### config.mk
export PLATFORM = sky130hd
export DESIGN_NAME = irq_controller
export DESIGN_NICKNAME = d
export VERILOG_FILES = /design/src/rtl/irq_controller_pkg.sv /design/src/rtl/irq_controller_prio_enc.sv /design/src/rtl/irq_controller.sv
export SDC_FILE = /design/constraint.sdc
export NUM_CORES = 1
export LEC_CHECK = 0
export ABC_AREA = 1
export CAP_MARGIN = 10
export CORE_ASPECT_RATIO = 1.4
export CORE_MARGIN = 1.5
export CORE_UTILIZATION = 30
export CTS_CLUSTER_DIAMETER = 100
export DETAILED_ROUTE_END_ITERATION = 10
export PLACE_DENSITY = 0.6
export SYNTH_ARGS = -nofsm -noshare
export SYNTH_HDL_FRONTEND = slang
export SYNTH_SLANG_ARGS = --single-unit
### constraint.sdc
create_clock -name clk -period 1.5 [get_ports clk]
set_input_delay 0.45 -clock clk [delete_from_list [all_inputs] [get_ports clk]]
set_output_delay 0.45 -clock clk [all_outputs]
set_load 0.01 [all_outputs]
### src/rtl/irq_controller_pkg.sv
// Shared definitions for the interrupt controller: FSM encodings and default sizing,
// also consumed by the core's CSR decode.
package irq_controller_pkg;

  localparam int IRQ_NUM_SRC_DEF = 16;
  localparam int IRQ_ID_W_DEF    = 4;

  typedef enum logic [1:0] {
    IRQ_IDLE    = 2'd0,
    IRQ_REQ     = 2'd1,
    IRQ_SERVICE = 2'd2
  } irq_state_e;

endpackage

### src/rtl/irq_controller_prio_enc.sv
// Highest-index-wins priority encoder; an all-zero input yields id=0, valid=0.
module irq_prio_enc
  import irq_controller_pkg::*;
#(
  parameter int N = IRQ_NUM_SRC_DEF,
  parameter int W = IRQ_ID_W_DEF
) (
  input  logic [N-1:0] req,
  output logic [W-1:0] id,
  output logic         valid
);

  always_comb begin
    id = '0;
    for (int i = 0; i < N; i++) begin
      if (req[i]) id = W'(i);
    end
  end

  assign valid = |req;

endmodule

### src/rtl/irq_controller.sv
// Interrupt controller: pending capture, enable masking, priority pick and req/ack/eoi handshake.
// Optional build macro IRQ_SYNC_EN adds a 2-flop synchronizer on irq_src.
//
// state       | meaning
// IRQ_IDLE    | nothing presented, nothing in service
// IRQ_REQ     | irq_req high, irq_id tracks the current winner until acked
// IRQ_SERVICE | active_id in service, waiting for matching eoi
module irq_controller
  import irq_controller_pkg::*;
#(
  parameter int                 NUM_SRC   = IRQ_NUM_SRC_DEF,
  parameter logic [NUM_SRC-1:0] EDGE_MASK = '0,
  parameter int                 ID_W      = IRQ_ID_W_DEF
) (
  input  logic               clk,
  input  logic               rst_n,
  input  logic [NUM_SRC-1:0] irq_src,
  input  logic               cfg_we,
  input  logic [NUM_SRC-1:0] cfg_wdata,
  input  logic               irq_ack,
  input  logic               eoi,
  input  logic [ID_W-1:0]    eoi_id,
  output logic               irq_req,
  output logic [ID_W-1:0]    irq_id,
  output logic [ID_W-1:0]    active_id,
  output logic               busy,
  output logic               irq_err,
  output logic [NUM_SRC-1:0] pending
);

  logic [NUM_SRC-1:0] src_s;
  logic [NUM_SRC-1:0] src_prev;
  logic [NUM_SRC-1:0] irq_en;
  logic [NUM_SRC-1:0] eligible;
  logic [NUM_SRC-1:0] rise;
  logic [NUM_SRC-1:0] claim_clr;
  logic [ID_W-1:0]    winner;
  logic               win_valid;
  logic               claim;
  irq_state_e         state;

`ifdef IRQ_SYNC_EN
  logic [NUM_SRC-1:0] sync_q1;
  logic [NUM_SRC-1:0] sync_q2;

  always_ff @(posedge clk or negedge rst_n) begin
    if (!rst_n) begin
      sync_q1 <= '0;
      sync_q2 <= '0;
    end else begin
      sync_q1 <= irq_src;
      sync_q2 <= sync_q1;
    end
  end

  assign src_s = sync_q2;
`else
  assign src_s = irq_src;
`endif

  assign eligible  = pending & irq_en;
  assign rise      = src_s & ~src_prev;
  assign claim     = (state == IRQ_REQ) && irq_ack && win_valid;
  assign claim_clr = claim ? (NUM_SRC'(1) << irq_id) : '0;

  irq_prio_enc #(
    .N (NUM_SRC),
    .W (ID_W)
  ) u_prio_enc (
    .req   (eligible),
    .id    (winner),
    .valid (win_valid)
  );

  // A rising edge in the claim cycle re-sets the bit, so set wins over claim-clear.
  always_ff @(posedge clk or negedge rst_n) begin
    if (!rst_n) begin
      src_prev <= '0;
      irq_en   <= '0;
      pending  <= '0;
    end else begin
      src_prev <= src_s;
      if (cfg_we) irq_en <= cfg_wdata;
      pending  <= (EDGE_MASK & ((pending & ~claim_clr) | rise)) | (~EDGE_MASK & src_s);
    end
  end

  always_ff @(posedge clk or negedge rst_n) begin
    if (!rst_n) begin
      state     <= IRQ_IDLE;
      irq_req   <= 1'b0;
      irq_id    <= '0;
      active_id <= '0;
      busy      <= 1'b0;
      irq_err   <= 1'b0;
    end else begin
      irq_err <= 1'b0;
      case (state)
        IRQ_IDLE: begin
          if (eoi) irq_err <= 1'b1;
          if (win_valid) begin
            state   <= IRQ_REQ;
            irq_req <= 1'b1;
            irq_id  <= winner;
          end
        end
        IRQ_REQ: begin
          if (eoi) irq_err <= 1'b1;
          if (!win_valid) begin
            state   <= IRQ_IDLE;
            irq_req <= 1'b0;
          end else if (irq_ack) begin
            state     <= IRQ_SERVICE;
            irq_req   <= 1'b0;
            active_id <= irq_id;
            busy      <= 1'b1;
          end else begin
            irq_id <= winner;
          end
        end
        IRQ_SERVICE: begin
          if (eoi) begin
            if (eoi_id == active_id) begin
              state <= IRQ_IDLE;
              busy  <= 1'b0;
            end else begin
              irq_err <= 1'b1;
            end
          end
        end
        default: begin
          state   <= IRQ_IDLE;
          irq_req <= 1'b0;
          busy    <= 1'b0;
        end
      endcase
    end
  end

endmodule

== Yosys cells after proc, flatten, opt, wreduce, memory -nomap -nowiden ==
Cells that the tools add are included.
Word-level totals
  flip-flop bits (word level): 45
  output and inout port bits: 27
  input bits: 41
  logic and storage cells: 68
Cells by class
  muxes and demuxes: 38
  reductions and logical operators: 9
  equal/unequal tests: 10
  bitwise gates (word level): 3
Operator list (number)
  $mux W4: 11
  $and A16 B16 Y16: 1
  $reduce_or A16 Y1: 1
  $mux W2: 7
  $mux W3: 4
  $ne A2 B2 Y1 const B: 6
  $mux W1: 11
  $pmux W4 S2: 1
  $reduce_and A4 Y1: 2
  $pmux W1 S3: 2
  $pmux W2 S3: 1
  $reduce_and A3 Y1: 2
  $reduce_and A5 Y1: 1
  $eq A4 B4 Y1: 1
  $ne A3 B3 Y1 const B: 1
  $eq A2 B1 Y1 const B: 1
  $eq A2 B2 Y1 const B: 1
  $logic_not A2 Y1: 1
  $not A1 Y1: 2
  $pmux W1 S2: 1
  $reduce_bool A2 Y1: 1
  $reduce_or A2 Y1: 1

== Logic depth before layout (Yosys ltp) ==
Gate-level depths: netlist (run 1).
  word-level depth: 19
  gate-level depth with buffers: 16
  depth with buffers taken out: 16

== Hierarchy ==
A second synthesis (run 1) with hierarchy kept.
Unflattened totals
  cell total of the unflattened synthesis: 213
  area, all modules: 1956.9 um2
By module, submodules not included
  irq_controller: seq. area each 1126.1 um2, instances 1, area each 1765.4 um2, cells an instance 165
  irq_prio_enc: seq. area each 0.0 um2, instances 1, area each 191.4 um2, cells an instance 48

== Least setup slack after synthesis (run 1) ==
OpenSTA, ideal clock, no wires.
  kind: reg-to-reg
  start: register pending[1]
  end: register active_id[0]
  stages on the path, launching flop included: 7
  required time: 1.372 ns
  buffers on the path: 0
  clock period less this slack: 1.418 ns
  arrival time: 1.290 ns
  setup time: 0.128 ns
  path slack: 0.082 ns
  cells stage by stage: dfrtp_1 > nand2_2 > inv_2 > a211oi_2 > nand4_2 > nand2_2 > mux2_1
Between the ends
  longest elaborated chain between the ends: 3
RTL lines
  start, declared: RTL line irq_controller.sv:28  | output logic [NUM_SRC-1:0] pending
  start signal, assigned: RTL line irq_controller.sv:84  | pending <= (EDGE_MASK & ((pending & ~claim_clr) | rise)) | (~EDGE_MASK & src_s);
  $and A16 B16 Y16: RTL line irq_controller.sv:61  | assign eligible = pending & irq_en;
  $reduce_or A16 Y1: RTL line irq_controller_prio_enc.sv:20  | assign valid = |req;
  $reduce_and A3 Y1 (no line)
  end signal, assigned: RTL line irq_controller.sv:115  | active_id <= irq_id;
  end, declared: RTL line irq_controller.sv:25  | output logic [ID_W-1:0] active_id,
Every way passes these cells.
A chain may end at the register's enable or synchronous reset.

== Final worst setup path (run 1) ==
  start: input irq_ack
  end: register active_id[0]
Between the ends
  longest elaborated chain between the ends: 1
RTL lines
  start, declared: RTL line irq_controller.sv:20  | input logic irq_ack,
  $reduce_and A3 Y1 (no line)
Every way passes these cells.

==> out/metrics.csv, run 1 <==
stage,metric,value,unit
synth,Adder-Cell Fraction of Synth Area,0,%
synth,post-synthesis mux area share,11.5,%
detailed_routing,M1 wire length,1.42,mm
detailed_routing,via count,1342,
power,Leak,1.21,nW
critical_path,CP max stage cell,clkdlybuf4s50_1,
power,switch share,30.2,%
timing,PnR worst setup slack,-20.0,ps
detailed_routing,WL/cell,12.4,µm
power,clock share of power,20.9,%
critical_path,crit-path leading delay family,buffers and inverters,
layout,area growth from synthesis to final layout,53.3,%
detailed_routing,met2 WL,2.05,mm
layout,Final nets,272,
clocking,CTS Sinks,45,
timing,setup_tns,-57.4,ps
timing,Setup-failing EPs final,3,
synth,yosys warns,0,
detailed_routing,WL final,3.72,mm
floorplan,IO Count,68,
detailed_routing,Top Layer Used,met4,
layout,Fill cells,531,
layout,Final Instance Count excl. Fillers,300,
clocking,CTS tree,done,
synth,"Distinct cells, synth",22,
global_route,gr usage total,12.5,%
timing,fmax,658,MHz
layout,multi-input logic area,661,µm²
min_path,Hold/Removal Path Class,in -> async,
timing,min Tclk post-route,1520,ps
timing,final worst-path cycle share,101,%
power,combinational fraction of design power,31.8,%
job,Max Cap Violations,0,
detailed_routing,drt first pass iters,4,
synth,synthesized flop and latch total,45,
detailed_routing,DR WL met3,229,µm
outcome,failing checks,negative setup slack,
global_route,first-pass GRT wire length,5.89,mm
clocking,H-tree depth,2,
critical_path,kind of critical path,in -> reg,
clocking,CTS max path bufs,2,
critical_path,R2R cell count,6,
global_route,grt ovf,0,
detailed_routing,Final ANT Viol Nets,0,
timing,Max Transition Viols Final,0,
clocking,CTS root buf,clkbuf_8,
critical_path,max incr delay on CP,490,ps
placed_design,GPL Wtd Cong,0.685,
critical_path,startpoint class of the critical path,primary input,
placed_design,Placed Cells incl. Taps,290,
layout,Ant. Diodes,0,
synth,cell count after synthesis,148,
critical_path,critical path required time,1670,ps
critical_path,Worst R2R Start,pending[1],
timing,final hold vios,0,
power,VDD IR max,0.000685,V
floorplan,Initial Util,31.6,%
floorplan,die area,6370,µm²
placed_design,post-DP HPWL,2.80,mm
power,Flop pwr share,47.3,%
critical_path,"Cell Chain, Critical Path","clkdlybuf4s50_1, inv_2, nor3_4, nand2_4, mux2_1",
synth,Synth Area in Compound Gates,5.30,%
detailed_routing,Vias per Instance,4.47,
clocking,"Clk Latency, worst-skew pair",280,ps
critical_path,flop-to-flop setup slack,20,ps
critical_path,crit end category,register,
synth,"Seq/Total Area, Yosys",63.6,%
synth,Syn Nets,189,
power,Pwr Density,1220,nW/µm²
placed_design,# port buffers,67,
floorplan,die width,67.9,µm
critical_path,Arrival @ worst endpoint,1690,ps
synth,Post-Synth XOR/XNOR Area,1.98,%
synth,simple-gate share of the synthesized area,15.6,%
global_route,vias in the first global route,1298,
critical_path,Buf/Inv on CP,2,
global_route,pin count of the biggest net entering global routing,46,
detailed_routing,Initial DRC Count,69,
synth,largest family of logic cells by synthesized area,simple AND/OR/NAND/NOR gates,
timing,RSZ-0062 raised after global routing,yes,
floorplan,row count,32,
timing,clk_skew,2.47,ps
layout,Reg area,1130,µm²
clocking,CTS buffer count,5,
power,switching power,1.00,mW
timing,measured slew at the worst slew-check pin,326,ps
critical_path,Worst path depth,5,
detailed_routing,DRC errors left,0,
placed_design,Setup WS pre-CTS,-281,ps
critical_path,R2R Path End,active_id[0],
floorplan,die height,93.9,µm
floorplan,core area,5610,µm²
global_route,initial antenna violation count,0,
synth,Syn Area/Cell,12.0,µm²
outcome,outcome,"complete, but fails checks",
critical_path,worst-path fanout max,6,
synth,Synth Cell Area,1770,µm²
power,Cell Int Power,2.32,mW
layout,share of layout cells above drive strength 1,22.8,%
timing,slew margin rel.,78.2,%
clocking,Clock transition at path regs,80,ps
cell families after synthesis:
kind of cell,Yosys count
xor+xnor,4
buf+inv,9
simple gates,57
compound gates,15
mux,18
flops,45
registers in the layout, summed over array words and instances (netlist names):
name,cells
irq_err,1
irq_en,16
pending,16
busy,1
active_id,4
state,2
irq_req,1
irq_id,4
cells in the final DEF, fill, tap and decap left out, types with 2 or more instances in the layout:
cell type and n:
inv_1 3, nand4_1 2, clkdlybuf4s50_1 39, a31oi_1 4, mux2_1 3, clkbuf_1 3, xnor2_1 4, buf_12 2
nand2_2 5, nand2_4 2, dfrtp_1 45, buf_4 9, o21ai_0 4, mux2_2 15, dlygate4sd2_1 25, o21ai_1 2
inv_2 3, clkbuf_8 5, nor2_4 2, a21oi_1 2, nor3_4 2, nand2_1 34, nor2_1 7
Yosys cell counts:
| library cell | number | area share, % |
|---|---|---|
| inv_1 | 4 | 0.85 |
| mux2_1 | 3 | 1.9 |
| a21oi_1 | 2 | 0.57 |
| nand2_1 | 35 | 7.4 |
| a31oi_1 | 4 | 1.4 |
| o21ai_0 | 5 | 1.4 |
| nand2_2 | 6 | 2.1 |
| o211ai_1 | 1 | 0.42 |
| dfrtp_1 | 45 | 64 |
| nand4_2 | 1 | 0.71 |
| o21ai_1 | 1 | 0.28 |
| mux2_2 | 15 | 9.5 |
| inv_2 | 3 | 0.64 |
| a21oi_2 | 1 | 0.50 |
| nor3_4 | 2 | 1.8 |
| xnor2_1 | 4 | 2.0 |
| and2_1 | 1 | 0.35 |
| nor2_2 | 2 | 0.71 |
| buf_2 | 2 | 0.57 |
| nor2_1 | 8 | 1.7 |
| a211oi_2 | 1 | 0.71 |
| nand4_1 | 2 | 0.71 |
power groups by stage:
stage          clock network, mW  registers, mW  logic (mW)
2_1_floorplan                  0           1.67       0.442
5_1_grt                    0.791           1.60        1.16
3_3_place_gp                   0           1.60        1.09
6_report                   0.695           1.57        1.05
3_5_place_dp                   0           1.60        1.10
4_1_cts                    0.726           1.58        1.02
per-layer routing:
metal  vias up  global-route usage [%]
met4         0                    4.50
met2        44                    20.8
li1        655                       -
met3         3                    3.72
met5         -                       0
met1       640                    15.0
stage by stage:
| stage | util [%] | hold slack (ps) | area, µm² | total power, mW |
|---|---|---|---|---|
| detailed placement | 46.4 | 449 | 2600 | 2.71 |
| floorplan | - | 154 | 1770 | 2.11 |
| finish | 48.4 | 124 | 2710 | 3.32 |
| global route | 48.4 | 132 | 2710 | 3.56 |
| CTS | 47.6 | 134 | 2670 | 3.32 |
| global placement | 46.4 | 451 | 2600 | 2.69 |
how the worst max path moves through the flow:
stage / slack (ps) / end / from
after floorplan: 80 / active_id[0] / pending[1]
after global placement: -280 / active_id[0] / irq_ack
after detailed placement: -280 / active_id[0] / irq_ack
after CTS: 20 / active_id[0] / pending[14]
after global routing: -70 / active_id[3] / pending[3]
final: -20 / active_id[0] / irq_ack
cell type report:
type,instances,area share [%]
Clock buffer,8,2.95
Inverter,7,1.06
Multi-Input combinational cell,95,24.4
Sequential cell,45,41.5
Tap cell,68,3.14
Timing Repair Buffer,77,27.0
worst register-to-register path, delay by kind of cell (launching register included):
family	cells	cell delay, ps
flops	1	400
compound gates	1	240
mux	1	320
simple gates	3	360
buf+inv	1	50
what timing repair did:
action                     in CTS  in global routing
resized for setup              31                 10
setup endpoints to repair      30                  9
cloned                          0                  1
setup buffers                   0                  1
hold buffers                    0                  0
Note: power is estimated with default switching activity, not from simulation.
==> inputs of run 2 (changes only) <==
- CORE_MARGIN: 1.5 -> 4
- SLEW_MARGIN: unset -> 5
==> out/metrics.csv, run 2 (synthesized netlist as in run 1, its figures left out) <==
stage,metric,value,unit,change
outcome,outcome,finished clean,,"was complete, but fails checks"
clocking,CTS root buf,clkbuf_8,,unchanged
timing,min Tclk post-route,1500,ps,was 1520 ps
critical_path,worst-path fanout max,6,,unchanged
floorplan,row count,32,,unchanged
clocking,Clock transition at path regs,80,ps,about the same
placed_design,GPL Wtd Cong,0.710,,was 0.685
layout,Final nets,273,,was 272
timing,Setup-failing EPs final,0,,was 3
critical_path,flop-to-flop setup slack,50,ps,was 20 ps
timing,RSZ-0062 raised after global routing,yes,,unchanged
global_route,vias in the first global route,1366,,"was 1,298"
detailed_routing,Final ANT Viol Nets,0,,unchanged
global_route,initial antenna violation count,0,,unchanged
placed_design,post-DP HPWL,2.94,mm,was 2.80 mm
job,Max Cap Violations,0,,unchanged
layout,largest registers,"irq_en x16, pending x16",,unchanged
detailed_routing,WL/cell,13.0,µm,was 12.4 µm
timing,setup_tns,0,ps,was -57.4 ps
timing,final worst-path cycle share,99.8,%,was 101%
power,Pwr Density,1310,nW/µm²,was 1220 nW/µm²
power,VDD IR max,0.000591,V,was 0.000685 V
global_route,grt ovf,0,,unchanged
layout,Final Instance Count excl. Fillers,301,,was 300
detailed_routing,Top Layer Used,met4,,unchanged
clocking,"Clk Latency, worst-skew pair",290,ps,was 280 ps
floorplan,IO Count,68,,unchanged
layout,"most common cell after layout, fill and taps aside",dfrtp_1,,unchanged
detailed_routing,drt first pass iters,4,,unchanged
clocking,H-tree depth,2,,unchanged
critical_path,critical path required time,1680,ps,was 1670 ps
timing,fmax,668,MHz,was 658 MHz
critical_path,Arrival @ worst endpoint,1680,ps,was 1690 ps
floorplan,Initial Util,31.6,%,unchanged
detailed_routing,DRC errors left,0,,unchanged
global_route,first-pass GRT wire length,6.35,mm,was 5.89 mm
floorplan,die height,98.9,µm,was 93.9 µm
critical_path,crit end category,register,,unchanged
timing,Max Transition Viols Final,0,,unchanged
floorplan,die width,72.9,µm,was 67.9 µm
clocking,CTS Sinks,45,,unchanged
critical_path,startpoint class of the critical path,primary input,,unchanged
layout,Ant. Diodes,0,,unchanged
detailed_routing,met2 WL,2.19,mm,was 2.05 mm
detailed_routing,WL final,3.93,mm,was 3.72 mm
placed_design,Placed Cells incl. Taps,289,,was 290
clocking,CTS buffer count,5,,unchanged
floorplan,core area,5610,µm²,unchanged
detailed_routing,via count,1348,,"was 1,342"
timing,measured slew at the worst slew-check pin,294,ps,was 326 ps
detailed_routing,Vias per Instance,4.48,,was 4.47
detailed_routing,Initial DRC Count,17,,was 69
timing,slew margin rel.,80.3,%,was 78.2%
power,Leak,1.26,nW,was 1.21 nW
clocking,CTS tree,done,,unchanged
detailed_routing,M1 wire length,1.46,mm,was 1.42 mm
placed_design,# port buffers,67,,unchanged
layout,most frequent cells in the layout,"45 x dfrtp_1, 39 x clkdlybuf4s50_1, 32 x nand2_1, 27 x dlygate4sd2_1, 15 x mux2_2",,"was 45 x dfrtp_1, 39 x clkdlybuf4s50_1, 34 x nand2_1, 25 x dlygate4sd2_1, 15 x mux2_2"
detailed_routing,DR WL met3,217,µm,was 229 µm
layout,area growth from synthesis to final layout,56.3,%,was 53.3%
global_route,pin count of the biggest net entering global routing,46,,unchanged
critical_path,Critical Path Source,irq_ack,,unchanged
timing,clk_skew,4.35,ps,was 2.47 ps
timing,final hold vios,0,,unchanged
critical_path,kind of critical path,in -> reg,,unchanged
floorplan,die area,7210,µm²,was 6370 µm²
critical_path,Worst R2R Start,pending[3],,was pending[1]
min_path,Hold/Removal Path Class,in -> async,,unchanged
layout,share of layout cells above drive strength 1,25.8,%,was 22.8%
global_route,gr usage total,11.3,%,was 12.5%
clocking,CTS max path bufs,2,,unchanged
## run 2: power by group
group / leakage, nW / internal, mW / switching (mW)
Combinational: 0.681 / 0.602 / 0.513
Clock: 0.0585 / 0.543 / 0.381
Sequential: 0.519 / 1.43 / 0.146
## run 2: what timing repair did
action                     in CTS  in global routing
cloned                          0                  1
pin swaps                       0                  5
setup buffers                   0                  3
setup endpoints to repair      30                  8
hold buffers                    0                  0
resized for setup              29                 14
## run 2: through the flow
stage	instance area [µm²]	setup WS [ps]	util (%)	power (mW)	hold WS, ps
global placement	2590	-281	46.3	2.69	451
detailed placement	2590	-290	46.3	2.71	451
global route	2770	-37.0	49.3	3.87	127
CTS	2690	-0.639	47.9	3.55	132
floorplan	1770	82.4	-	2.11	154
finish	2770	2.80	49.3	3.62	126
## run 2: cell type report
class / instances / area (µm²)
fill: 534 / 2840
multi-input combinational: 95 / 672
timing repair buffer: 78 / 739
clock inverter: 1 / 30.0
sequential: 45 / 1130
tap: 68 / 85.1
clock buffer: 7 / 86.3
inverter: 7 / 26.3
## run 2: layer usage
layer / GRT usage, % / up-vias
li1: - / 660
met1: 12.7 / 645
met2: 20.0 / 39
met3: 3.06 / 4
met4: 3.84 / 0
met5: 0 / -
## run 2: worst paths after layout
kind                           endpoint  cells past startpoint
min reg2reg                   irq_en[6]                      1
max in group asynchronous    pending[8]                      2
min                        active_id[1]                      2
max                        active_id[2]                      5
max reg2reg                active_id[2]                      6
min in group clk              irq_en[6]                      1
## run 2: critical path: stages
cell and delay [ps]:
clkdlybuf4s50_1 500, inv_2 60, nor3_4 240, nand2_4 120, mux2_4 310
